--- src/rtl/bus_pkg.sv ---
// Shared bus definitions: slave FSM state encoding, read/write mode values, sizing helper.
// Pure declarations, no logic.
package bus_pkg;

    typedef enum logic [2:0] {
        ST_IDLE       = 3'd0,
        ST_ADDR       = 3'd1,
        ST_WDATA      = 3'd2,
        ST_MEMWR      = 3'd3,
        ST_SPLIT      = 3'd4,
        ST_WAIT_GRANT = 3'd5,
        ST_MEMRD      = 3'd6,
        ST_RDATA      = 3'd7
    } state_t;

    localparam logic MODE_RD = 1'b0;
    localparam logic MODE_WR = 1'b1;

    function automatic int max2(input int a, input int b);
        return (a > b) ? a : b;
    endfunction

endpackage

--- src/rtl/serial_shift.sv ---
// LSB-first shift register with parallel load; single-cycle load/shift, load wins over shift.
// No backpressure: acts only when load_i/shift_i are asserted.
module serial_shift #(
    parameter int WIDTH = 8
) (
    input  logic             clk,
    input  logic             rstn,
    input  logic             load_i,
    input  logic [WIDTH-1:0] load_dat_i,
    input  logic             shift_i,
    input  logic             sin_i,
    output logic             sout_o,
    output logic [WIDTH-1:0] q_o
);

    logic [WIDTH-1:0] data_q, data_d;

    always_comb begin
        data_d = data_q;
        if (load_i) begin
            data_d = load_dat_i;
        end else if (shift_i) begin
            // New bit enters at the MSB so the first bit received ends up at bit 0.
            data_d = (data_q >> 1) | (WIDTH'(sin_i) << (WIDTH - 1));
        end
    end

    always_ff @(posedge clk or negedge rstn) begin
        if (!rstn) begin
            data_q <= '0;
        end else begin
            data_q <= data_d;
        end
    end

    assign sout_o = data_q[0];
    assign q_o    = data_q;

endmodule

--- src/rtl/slave_port.sv ---
// Serial bus slave: bit-serial address/data in, memory strobe, optional split, bit-serial read data out.
// Write strobe 1 cycle after last data bit; mvalid=0 stalls input phases, read return never stalls.
module slave_port
    import bus_pkg::*;
#(
    parameter int ADDR_WIDTH   = 12,
    parameter int DATA_WIDTH   = 8,
    parameter bit SPLIT_EN     = 1'b0,
    parameter int SPLIT_CYCLES = 16
) (
    input  logic                  clk,
    input  logic                  rstn,
    input  logic                  swdata,
    input  logic                  smode,
    input  logic                  mvalid,
    output logic                  srdata,
    output logic                  svalid,
    output logic                  sready,
    output logic                  ssplit,
    input  logic                  split_grant,
    output logic [ADDR_WIDTH-1:0] mem_addr,
    output logic                  mem_wen,
    output logic                  mem_ren,
    output logic [DATA_WIDTH-1:0] mem_wdata,
    input  logic [DATA_WIDTH-1:0] mem_rdata,
    input  logic                  mem_rvalid
);

    localparam int CW  = $clog2(max2(ADDR_WIDTH, DATA_WIDTH)) + 1;
    localparam int SCW = $clog2(SPLIT_CYCLES + 1);
    localparam logic [CW-1:0]  ADDR_LAST  = CW'(ADDR_WIDTH - 1);
    localparam logic [CW-1:0]  DATA_LAST  = CW'(DATA_WIDTH - 1);
    localparam logic [SCW-1:0] SPLIT_LAST = SCW'(SPLIT_CYCLES - 1);

    state_t         state_q, state_d;
    logic [CW-1:0]  cnt_q, cnt_d;
    logic [SCW-1:0] scnt_q, scnt_d;
    logic           mode_q, mode_d;
    logic           ren_done_q, ren_done_d;

    logic addr_shift, wd_shift, rd_load, rd_shift, addr_done, cur_mode;
    logic addr_sout, wd_sout, rd_sout;
    logic [DATA_WIDTH-1:0] rd_par;
    logic unused_bits;

    serial_shift #(.WIDTH(ADDR_WIDTH)) u_addr (
        .clk(clk), .rstn(rstn), .load_i(1'b0), .load_dat_i('0),
        .shift_i(addr_shift), .sin_i(swdata), .sout_o(addr_sout), .q_o(mem_addr)
    );

    serial_shift #(.WIDTH(DATA_WIDTH)) u_wdata (
        .clk(clk), .rstn(rstn), .load_i(1'b0), .load_dat_i('0),
        .shift_i(wd_shift), .sin_i(swdata), .sout_o(wd_sout), .q_o(mem_wdata)
    );

    serial_shift #(.WIDTH(DATA_WIDTH)) u_rdata (
        .clk(clk), .rstn(rstn), .load_i(rd_load), .load_dat_i(mem_rdata),
        .shift_i(rd_shift), .sin_i(1'b0), .sout_o(rd_sout), .q_o(rd_par)
    );

    assign unused_bits = ^{addr_sout, wd_sout, rd_par};

    always_ff @(posedge clk or negedge rstn) begin
        if (!rstn) begin
            state_q    <= ST_IDLE;
            cnt_q      <= '0;
            scnt_q     <= '0;
            mode_q     <= MODE_RD;
            ren_done_q <= 1'b0;
        end else begin
            state_q    <= state_d;
            cnt_q      <= cnt_d;
            scnt_q     <= scnt_d;
            mode_q     <= mode_d;
            ren_done_q <= ren_done_d;
        end
    end

    always_comb begin
        state_d    = state_q;
        cnt_d      = cnt_q;
        scnt_d     = scnt_q;
        mode_d     = mode_q;
        ren_done_d = ren_done_q;
        addr_shift = 1'b0;
        wd_shift   = 1'b0;
        rd_load    = 1'b0;
        rd_shift   = 1'b0;
        addr_done  = 1'b0;
        // Mode is only registered at the first bit, so use the live pin in IDLE.
        cur_mode   = (state_q == ST_IDLE) ? smode : mode_q;

        unique case (state_q)
            ST_IDLE, ST_ADDR: begin
                if (mvalid) begin
                    if (state_q == ST_IDLE) mode_d = smode;
                    addr_shift = 1'b1;
                    if (cnt_q == ADDR_LAST) begin
                        addr_done = 1'b1;
                    end else begin
                        cnt_d   = cnt_q + 1'b1;
                        state_d = ST_ADDR;
                    end
                end
            end
            ST_WDATA: begin
                if (mvalid) begin
                    wd_shift = 1'b1;
                    if (cnt_q == DATA_LAST) begin
                        cnt_d   = '0;
                        state_d = ST_MEMWR;
                    end else begin
                        cnt_d = cnt_q + 1'b1;
                    end
                end
            end
            ST_MEMWR: state_d = ST_IDLE;
            ST_SPLIT: begin
                if (scnt_q == SPLIT_LAST) state_d = ST_WAIT_GRANT;
                else                      scnt_d  = scnt_q + 1'b1;
            end
            ST_WAIT_GRANT: begin
                if (split_grant) state_d = ST_MEMRD;
            end
            ST_MEMRD: begin
                // The strobe cycle itself never accepts data; rvalid counts from the next cycle.
                ren_done_d = 1'b1;
                if (ren_done_q && mem_rvalid) begin
                    rd_load = 1'b1;
                    cnt_d   = '0;
                    state_d = ST_RDATA;
                end
            end
            ST_RDATA: begin
                rd_shift = 1'b1;
                if (cnt_q == DATA_LAST) begin
                    cnt_d   = '0;
                    state_d = ST_IDLE;
                end else begin
                    cnt_d = cnt_q + 1'b1;
                end
            end
            default: state_d = ST_IDLE;
        endcase

        if (addr_done) begin
            cnt_d      = '0;
            scnt_d     = '0;
            ren_done_d = 1'b0;
            if (cur_mode == MODE_WR) state_d = ST_WDATA;
            else if (SPLIT_EN)       state_d = ST_SPLIT;
            else                     state_d = ST_MEMRD;
        end
    end

    always_comb begin
        sready  = (state_q == ST_IDLE);
        ssplit  = (state_q == ST_SPLIT);
        mem_wen = (state_q == ST_MEMWR);
        mem_ren = (state_q == ST_MEMRD) && !ren_done_q;
        svalid  = (state_q == ST_RDATA);
        srdata  = (state_q == ST_RDATA) ? rd_sout : 1'b0;
    end

endmodule
--- config.mk ---
export PLATFORM = sky130hd
export DESIGN_NAME = slave_port
export DESIGN_NICKNAME = d
export VERILOG_FILES = /design/src/rtl/bus_pkg.sv /design/src/rtl/serial_shift.sv /design/src/rtl/slave_port.sv
export SDC_FILE = /design/constraint.sdc
export NUM_CORES = 1
export LEC_CHECK = 0
export BUFFER_PORTS_ARGS = -buffer_cell sky130_fd_sc_hd__buf_2
export CAP_MARGIN = 20
export CORE_ASPECT_RATIO = 1.4
export CORE_MARGIN = 2
export CORE_UTILIZATION = 55
export DETAILED_ROUTE_END_ITERATION = 6
export PLACE_DENSITY = 0.79
export SYNTH_ARGS = -nofsm -noshare
export SYNTH_HDL_FRONTEND = slang
export SYNTH_SLANG_ARGS = --single-unit
--- constraint.sdc ---
create_clock -name clk -period 2.3 [get_ports clk]
set_input_delay 0.46 -clock clk [delete_from_list [all_inputs] [get_ports clk]]
set_output_delay 0.46 -clock clk [all_outputs]
set_load 0.02 [all_outputs]
; ---- After elaboration in Yosys (flattened, before gate mapping)
; Index checks and enable logic that the tools add are counted.
[totals]
memories = 0
out_inout_bits = 26
mem_bits_ro = 0
mem_bits_rw = 0
input_bits = 15
word_cells = 80
latch_bits = 0
regBits = 43
[classes]
n_eq_ne = 19
shifts = 0
order_cmp = 0
n_addsub = 2
n_bitwise = 2
muxes = 36
multipliers = 0
n_reduce_logical = 13
div_mod_pow = 0
[op_table]
columns = cell, count
row1 = two-way mux 5 bit, 9
row2 = two-way mux 3 bit, 10
row3 = case mux 3 bit (7 select lines), 1
row4 = case mux 5 bit (4 select lines), 1
row5 = inequality test 3 bit (second input constant), 6
row6 = two-way mux 8 bit, 2
row7 = two-way mux 1 bit, 13
row8 = equality test 3 bit (second input constant), 4
row9 = bitwise OR 11 x 12 -> 12 bit, 1
row10 = adder 5 x 1 -> 5 bit (second input constant), 2
row11 = equality test 5 x 4 -> 1 bit (second input constant), 2
row12 = bitwise OR 7 x 8 -> 8 bit, 1
row13 = AND reduction 8 bit, 1
row14 = equality test 3 x 2 -> 1 bit (second input constant), 2
row15 = inequality test 3 x 1 -> 1 bit (second input constant), 2
row16 = nonzero test 2 bit, 3
row17 = equality test 5 x 3 -> 1 bit (second input constant), 1
row18 = AND reduction 5 bit, 1
row19 = nonzero test 5 bit, 1
row20 = AND reduction 2 bit, 2
row21 = equality test 3 x 1 -> 1 bit (second input constant), 1
row22 = zero test 3 bit, 1
row23 = logical AND 1 bit, 2
row24 = inequality test 2 bit (second input constant), 1
row25 = other kinds (2), 2

; ---- Depth between registers and ports, before layout
; Gate-level depths: netlist of run 1.
[depth]
word_depth = 6
mapped_depth = 8
ltp_nobuf = 8

; ---- Modules after synthesis
; From an unflattened synthesis of run 1, not the netlist that was laid out.
[unflattened]
cells_unflattened = 236
area_unflattened_um2 = 2366.0
[modules_own_cells]
columns = mod, instances, area_per_inst_um2, seq_area_each_um2, cells_each
row1 = slave_port, 1, 1048.5, 375.4, 114
row2 = serial_shift at u_rdata ..., 2, 380.4, 200.2, 35
row3 = serial_shift at u_addr, 1, 556.8, 300.3, 52

; ---- Worst setup path before layout of run 1
; No wires, ideal clock.
[synth_timing]
kind = register to register
startpoint = register scnt_q[0]
endpoint = register state_q[2]
setup_time_ns = 0.125
path_buffers = 0
period_less_slack_ns = 2.063
arrival_ns = 1.939
path_stages_with_launch = 9
slack_ns = 0.237
required_ns = 2.175
path_cell_list = dfrtp_1 -> ha_1 -> and3_1 -> ha_1 -> nor4b_4 -> a311oi_2 -> o311a_2 -> mux2i_1 -> mux2_2
[synth_via]
elab_chain_len = 3
[synth_lines]
columns = item, line
row1 = start: declaration, slave_port.sv:37  ; logic [SCW-1:0] scnt_q, scnt_d;
row2 = start signal: assignment, slave_port.sv:73  ; scnt_q <= scnt_d;
row3 = equality test 5 x 4 -> 1 bit, slave_port.sv:119  ; if (scnt_q == SPLIT_LAST) state_d = ST_WAIT_GRANT;
row4 = inequality test 3 x 1 -> 1 bit (no source line), n/a
row5 = AND reduction 8 bit (no source line), n/a
row6 = end signal: assignment, slave_port.sv:71  ; state_q <= state_d;
row7 = end: declaration, slave_port.sv:35  ; state_t state_q, state_d;
; No other way between the ends.
; A chain may end at the register's enable or synchronous reset.

; ---- Final worst setup path of run 1
[layout_timing]
startpoint = register state_q[0]
endpoint = output port sready
[layout_via]
elab_chain_len = 1
[layout_lines]
columns = item, line
row1 = zero test 3 bit, slave_port.sv:157  ; sready = (state_q == ST_IDLE);
row2 = end: declaration, slave_port.sv:18  ; output logic sready,
; No other way between the ends.

==> results of run 1 <==
## report_power, final
group	total (mW)	internal (mW)	switching, mW
registers	1.31	1.09	0.223
logic	1.27	0.573	0.694
clock network	0.467	0.212	0.255
total	3.05	1.87	1.17
## registers in the layout, summed over array words and instances, names as in the netlist
register and flops:
mode_q 1, u_wdata.q_o 8, cnt_q 5, u_addr.q_o 12, state_q 3, scnt_q 5, u_rdata.q_o 8, ren_done_q 1
## path summary, 6_finish.rpt
kind | end | slack (ns) | cells after the start
min | state_q[1] | 0.17 | 1
min reg2reg | cnt_q[0] | 0.51 | 1
max reg2reg | state_q[2] | 0.31 | 8
max in group asynchronous | u_wdata.q_o[0] | 1.57 | 2
min in group clk | u_rdata.q_o[6] | 0.36 | 3
max | sready | 0.29 | 3
## through the flow
step | cell area (sq um) | hold slack [ns] | instances
4_1_cts | 2497 | 0.1902 | 276
3_3_place_gp | 2412 | 0.4862 | 268
5_1_grt | 2497 | 0.2018 | 276
6_report | 2497 | 0.1658 | 276
3_5_place_dp | 2412 | 0.4932 | 268
2_1_floorplan | 2138 | 0.1644 | 185
## critical path: stages (launching register included)
cell,delay (ns)
sky130_fd_sc_hd__dfrtp_1,0.43
sky130_fd_sc_hd__buf_4,0.19
sky130_fd_sc_hd__nor3_1,0.39
sky130_fd_sc_hd__buf_2,0.25
## layer usage
layer	GRT usage, %	vias up	wire length [um]
li1	-	753	-
met1	24.34	738	1716
met2	35.47	47	1954
met3	5.167	13	200
met4	10.24	0	119
met5	0	-	0
## cells in the final DEF, fill, tap and decap left out, types with 2 or more instances in the layout
master,netlist,layout
sky130_fd_sc_hd__inv_1,7,7
sky130_fd_sc_hd__nor2b_1,2,2
sky130_fd_sc_hd__a21oi_1,4,4
sky130_fd_sc_hd__o21ai_0,10,10
sky130_fd_sc_hd__xor2_1,2,2
sky130_fd_sc_hd__nor3_1,5,5
sky130_fd_sc_hd__nand2b_1,3,3
sky130_fd_sc_hd__nor2_1,12,12
sky130_fd_sc_hd__clkbuf_8,0,5
sky130_fd_sc_hd__nand2_1,13,13
sky130_fd_sc_hd__mux2_2,22,22
sky130_fd_sc_hd__buf_2,4,40
sky130_fd_sc_hd__dfrtp_1,43,43
sky130_fd_sc_hd__buf_4,3,11
sky130_fd_sc_hd__a211oi_1,2,2
sky130_fd_sc_hd__a221o_1,2,2
sky130_fd_sc_hd__nor3b_1,2,2
sky130_fd_sc_hd__o21ai_1,3,3
sky130_fd_sc_hd__and2_1,2,2
sky130_fd_sc_hd__and3_1,4,4
sky130_fd_sc_hd__mux2i_1,8,8
sky130_fd_sc_hd__nand3_1,4,4
sky130_fd_sc_hd__ha_1,6,6
## synthesized netlist by cell type, types with 2 or more instances
cell and number:
sky130_fd_sc_hd__o21ai_0 10, sky130_fd_sc_hd__a211oi_1 2, sky130_fd_sc_hd__and3_1 4, sky130_fd_sc_hd__nand2_1 13, sky130_fd_sc_hd__nand2b_1 3, sky130_fd_sc_hd__clkbuf_1 2
sky130_fd_sc_hd__xor2_1 2, sky130_fd_sc_hd__nor3_1 5, sky130_fd_sc_hd__nor2b_1 2, sky130_fd_sc_hd__nor3b_1 2, sky130_fd_sc_hd__and2_1 2, sky130_fd_sc_hd__mux2i_1 8
sky130_fd_sc_hd__a221o_1 2, sky130_fd_sc_hd__nor2_1 12, sky130_fd_sc_hd__inv_1 7, sky130_fd_sc_hd__buf_2 4, sky130_fd_sc_hd__nand3_1 4, sky130_fd_sc_hd__dfrtp_1 43
sky130_fd_sc_hd__a21oi_1 4, sky130_fd_sc_hd__ha_1 6, sky130_fd_sc_hd__buf_4 3, sky130_fd_sc_hd__o21ai_1 3, sky130_fd_sc_hd__mux2_2 22
## logic make-up (layout without fill, tap and decap cells)
family	after synthesis	in the layout	synth area share [%]
xor gates and xnor gates	3	3	1.229
muxes	30	30	15.33
adders and majority gates	6	6	3.511
and+or+nand+nor	55	55	15.10
DFF	43	43	50.32
AOI/OAI and AO/OA	30	30	10.24
buffers and inverters	18	67	4.272
## cell type report
type                            count  area share [%]
Inverter                            8           1.202
Timing Repair Buffer               51           11.32
Clock inverter                      2          0.5010
Multi-Input combinational cell    124           38.88
Sequential cell                    43           43.09
Tap cell                           42           2.104
Clock buffer                        6           2.906
==> results.yml, run 1 <==
floorplanning:
  die-area_sq_um: 4409
  core_region_area_sq_um: 3676
  io_pins: 41
  floorplan.initialDensity_pct: 58.17
  die_y_um: 77.78
  fp.dieW_um: 56.70
  core.rowCount: 26
layout:
  filler_cell_count: 304
  fin_util_pct: 67.94
  final_layout_size_suffix_gt1_share_pct: 37.61
  insertedDiodeCount: 0
  multi_input_area_sq_um: 970.9
  ff_latch_area_sq_um: 1076
  nNetsFinal: 254
  syn_to_final_growth_pct: 16.79
yosys:
  synth_area_per_cell_sq_um: 11.56
  yosys_warnings: 0
  synth_top_area_share_pct: 50.32
  yosys_register_bits: 43
  synth.largest_area_cell: "sky130_fd_sc_hd__dfrtp_1"
  ys_async_sr_fraction_pct: 100.0
  post_synth_inst_count: 185
  synth_enable_flop_cells: 0
  post_synth_instance_area_sq_um: 2138
  yosys_most_used_dff: "sky130_fd_sc_hd__dfrtp_1"
  synth_nets: 206
  yosys.cell_types.count: 43
  post_synth_main_area_contributors: "sky130_fd_sc_hd__dfrtp_1, sky130_fd_sc_hd__mux2_2, sky130_fd_sc_hd__mux2i_1"
  synth-seq-area-share_pct: 50.32
pwr:
  leakagePower_nw: 1.200
  finalPower_mw: 3.045
  power_per_cell_area_nw_per_um2: 1219
  vdd.ir_drop.worst_mv: 1.073
worst_setup_path:
  worstSetupEndpointType: "primary output"
  worstSetupStartpoint: "state_q[0]"
  timing.critical_path.arrival_ns: 1.55
  timing.critical_path.fanout_max: 8
  worst-endpoint-required_ns: 1.84
  cp-start-kind: "flip-flop"
  criticalPathCategory: "reg -> out"
  r2r-start: "scnt_q[0]"
sta:
  actual_transition_at_the_worst_max_transition_pin_ns: 0.6011
  finalHoldViolations: 0
  final_critical_path_time_including_i_o_delays_and_setup_ns: 2.006
  maximum_frequency_from_static_timing_analysis_ghz: 0.4986
  setup_tns_ns: 0
  fin_ws_ns: 0.2944
  slew_violations: 0
  slew_headroom_pct: 59.92
  fin_crit_sh_pct: 87.20
  grt_setup_unrepaired: "no"
  final-setup-viol-count: 0
  final.setup_skew_ns: 0.003459
clock_network:
  clk-insertion-delay-late_ns: 0.29
  cts_max_level: 2
  cts_hold_repair.buffers: 0
  post_cts.repair.setup_buffers: 0
  cts_tree: "built"
  cts.clk_slew.worst_paths_ns: 0.08
  cts_made_buffers: 5
  clk_path_buf_depth: 2
  cts_root_buf: "sky130_fd_sc_hd__clkbuf_8"
  clock_sinks: 43
  ctsResizeCount: 0
run:
  max_cap_violations: 0
route:
  wl_um: 3990
  antenna_left: 0
  iteration_count_of_the_initial_detailed_routing_pass: 4
  drtIter0Drc: 23
  drc: 0
  detail_route.vias_per_cell: 5.620
  overall_via_count_from_detail_route: 1551
  routedWlPerCell_um: 14.46
placed_design:
  dp_slack_ns: 0.3085
  place.detailed.hpwl_um: 2945
  io_buffers: 40
  gp_routability_congestion: 0.7807
run_status:
  outcome: "finished, final reports clean"
grt:
  grt_usage_pct: 20.94
  grt_max_degree: 28
  number_of_antenna_violations_at_the_first_check_in_global_routing: 0
  overflow: 0
  first_global_vias: 1610
  wire_length_of_the_first_global_routing_pass_um: 7196
hold_path:
  holdCritPathClass: "in -> async"
(Power assumes the default switching activity.)
==> run 2, diff against run 1 <==
--- a/config.mk
+++ b/config.mk
@@ -9,9 +9,10 @@
 export CAP_MARGIN = 20
 export CORE_ASPECT_RATIO = 1.4
 export CORE_MARGIN = 2
-export CORE_UTILIZATION = 55
+export CORE_UTILIZATION = 45
 export DETAILED_ROUTE_END_ITERATION = 6
-export PLACE_DENSITY = 0.79
+export PLACE_DENSITY = 0.7
+export SKIP_LAST_GASP = 1
 export SYNTH_ARGS = -nofsm -noshare
 export SYNTH_HDL_FRONTEND = slang
 export SYNTH_SLANG_ARGS = --single-unit
==> constraint.sdc (replaced) <==
create_clock -name clk -period 1.8 [get_ports clk]
set_input_delay 0.36 -clock clk [delete_from_list [all_inputs] [get_ports clk]]
set_output_delay 0.36 -clock clk [all_outputs]
set_load 0.02 [all_outputs]
==> results.yml, run 2 (synthesized netlist as in run 1, its figures left out) <==
grt:
  first_global_vias: 1641
  gr-usage-met1_pct: 20.59
  wire_length_of_the_first_global_routing_pass_um: 7410
  grt_usage_pct: 17.71
  global_route.usage.met3_pct: 3.412
  use_met2_pct: 31.82
  layer_with_the_highest_usage_after_global_routing: "met2"
  grt_max_degree: 44
  overflow: 0
  number_of_antenna_violations_at_the_first_check_in_global_routing: 0
sta:
  fin_crit_sh_pct: 105.0
  setup_tns_ns: -0.1853
  final-setup-viol-count: 5
  finalHoldViolations: 0
  holdWs_ns: 0.1122
  slew_violations: 0
  fin_ws_ns: -0.09059
  maximum_frequency_from_static_timing_analysis_ghz: 0.5289
  final.setup_skew_ns: 0.009713
  grt_setup_unrepaired: "yes"
  slew_headroom_pct: 64.64
  actual_transition_at_the_worst_max_transition_pin_ns: 0.5303
  final_critical_path_time_including_i_o_delays_and_setup_ns: 1.891
worst_setup_path:
  cpLargestDelayFamily: "simple AND/OR/NAND/NOR gates"
  path_cells: "ha_2 > and3_4 > ha_4 > nor4b_4 > a311oi_2 > o311a_4 > mux2i_1 > mux2_2"
  ff2ff_path_depth: 8
  r2r_setup_slack_ns: -0.09
  worst_path_largest_cell_delay_ns: 0.40
  cp-start-kind: "flip-flop"
  critical-path-slowest-cell: "sky130_fd_sc_hd__dfrtp_1"
  r2r-start: "scnt_q[0]"
  timing.critical_path.arrival_ns: 2.08
  criticalPathCategory: "reg -> reg"
  worst-endpoint-required_ns: 1.99
  timing.critical_path.buf_inv: 0
  worstSetupEndpointType: "flip-flop"
  timing.rr.end: "state_q[2]"
  timing.critical_path.fanout_max: 2
layout:
  largest_reg_flops: 12
  insertedDiodeCount: 0
  fin_util_pct: 61.60
  most_common_library_cell_in_the_layout_ignoring_fill_and_taps: "sky130_fd_sc_hd__dfrtp_1"
  final_layout_size_suffix_gt1_share_pct: 49.02
  syn_to_final_growth_pct: 31.71
  nNetsFinal: 275
  final_design_area_no_fill_sq_um: 2816
  most-common-layout-cells: "sky130_fd_sc_hd__dfrtp_1, sky130_fd_sc_hd__buf_2, sky130_fd_sc_hd__buf_4"
clock_network:
  cts_root_buf: "sky130_fd_sc_hd__clkbuf_8"
  clk-insertion-delay-late_ns: 0.30
  cts.clk_slew.worst_paths_ns: 0.09
  cts_made_buffers: 5
  cts_max_level: 2
  cts_tree: "built"
  clock_sinks: 43
  cts_hold_repair.buffers: 0
  clk_path_buf_depth: 2
placed_design:
  gp_routability_congestion: 0.8140
  io_buffers: 40
  placement.cell_area_sq_um: 2557
  place.detailed.hpwl_um: 3022
floorplanning:
  die-area_sq_um: 5327
  fp.dieW_um: 62.26
  floorplan.initialDensity_pct: 46.77
  die_y_um: 85.57
  io_pins: 41
  core_region_area_sq_um: 4572
  core.rowCount: 29
route:
  routedWlPerCell_um: 13.59
  wl_um: 4309
  drc: 0
  detail_route.vias_per_cell: 5.107
  antenna_left: 0
  overall_via_count_from_detail_route: 1619
  iteration_count_of_the_initial_detailed_routing_pass: 4
  drtIter0Drc: 69
hold_path:
  holdCritPathClass: "in -> async"
pwr:
  vdd.ir_drop.worst_mv: 0.7019
  leakagePower_nw: 1.329
  power_per_cell_area_nw_per_um2: 1561
run:
  max_cap_violations: 0
run_status:
  outcome: "complete, but fails checks"
  violations: "negative setup slack"
==> run 2: metal layers <==
layer | routed length (um) | vias up
li1 | - | 798
met1 | 1821 | 790
met2 | 2280 | 27
met3 | 129 | 4
met4 | 78 | 0
met5 | 0 | -
==> run 2: cell type report <==
class,count,area (sq um)
fillers,407,1755
flip-flops and latches,43,1076
multi-input cells,124,1070
repair buffers,72,450.4
well taps,62,77.57
clock buffers,5,68.82
clock inverters,3,43.79
inverters,8,30.03
==> run 2: how the worst max path moves through the flow <==
stage / start / to / depth (start not counted)
final: scnt_q[0] / state_q[2] / 8
after global routing: scnt_q[0] / state_q[2] / 8
after CTS: state_q[0] / mem_ren / 5
after detailed placement: scnt_q[0] / state_q[2] / 8
after global placement: scnt_q[0] / state_q[2] / 8
after floorplan: scnt_q[0] / state_q[2] / 8
==> run 2: stage by stage <==
stage / setup slack [ns] / total power, mW / std cells
CTS: -0.07449 / 4.333 / 314
finish: -0.09059 / 4.395 / 317
global placement: -0.03166 / 3.414 / 300
global route: -0.1585 / 4.726 / 317
floorplan: -0.1976 / 2.891 / 185
detailed placement: -0.06519 / 3.476 / 300
==> run 2: timing repair <==
action | 4_1_cts | 5_1_grt
pin swaps | 3 | 4
setup endpoints to repair | 7 | 13
cloned | 0 | 0
resized for setup | 5 | 12
buffers inserted | 6 | 3
==> run 2: where the power goes <==
part / switching [mW] / internal [mW] / total [mW]
Sequential: 0.282 / 1.39 / 1.67
Clock: 0.338 / 0.413 / 0.751
Combinational: 0.998 / 0.973 / 1.97
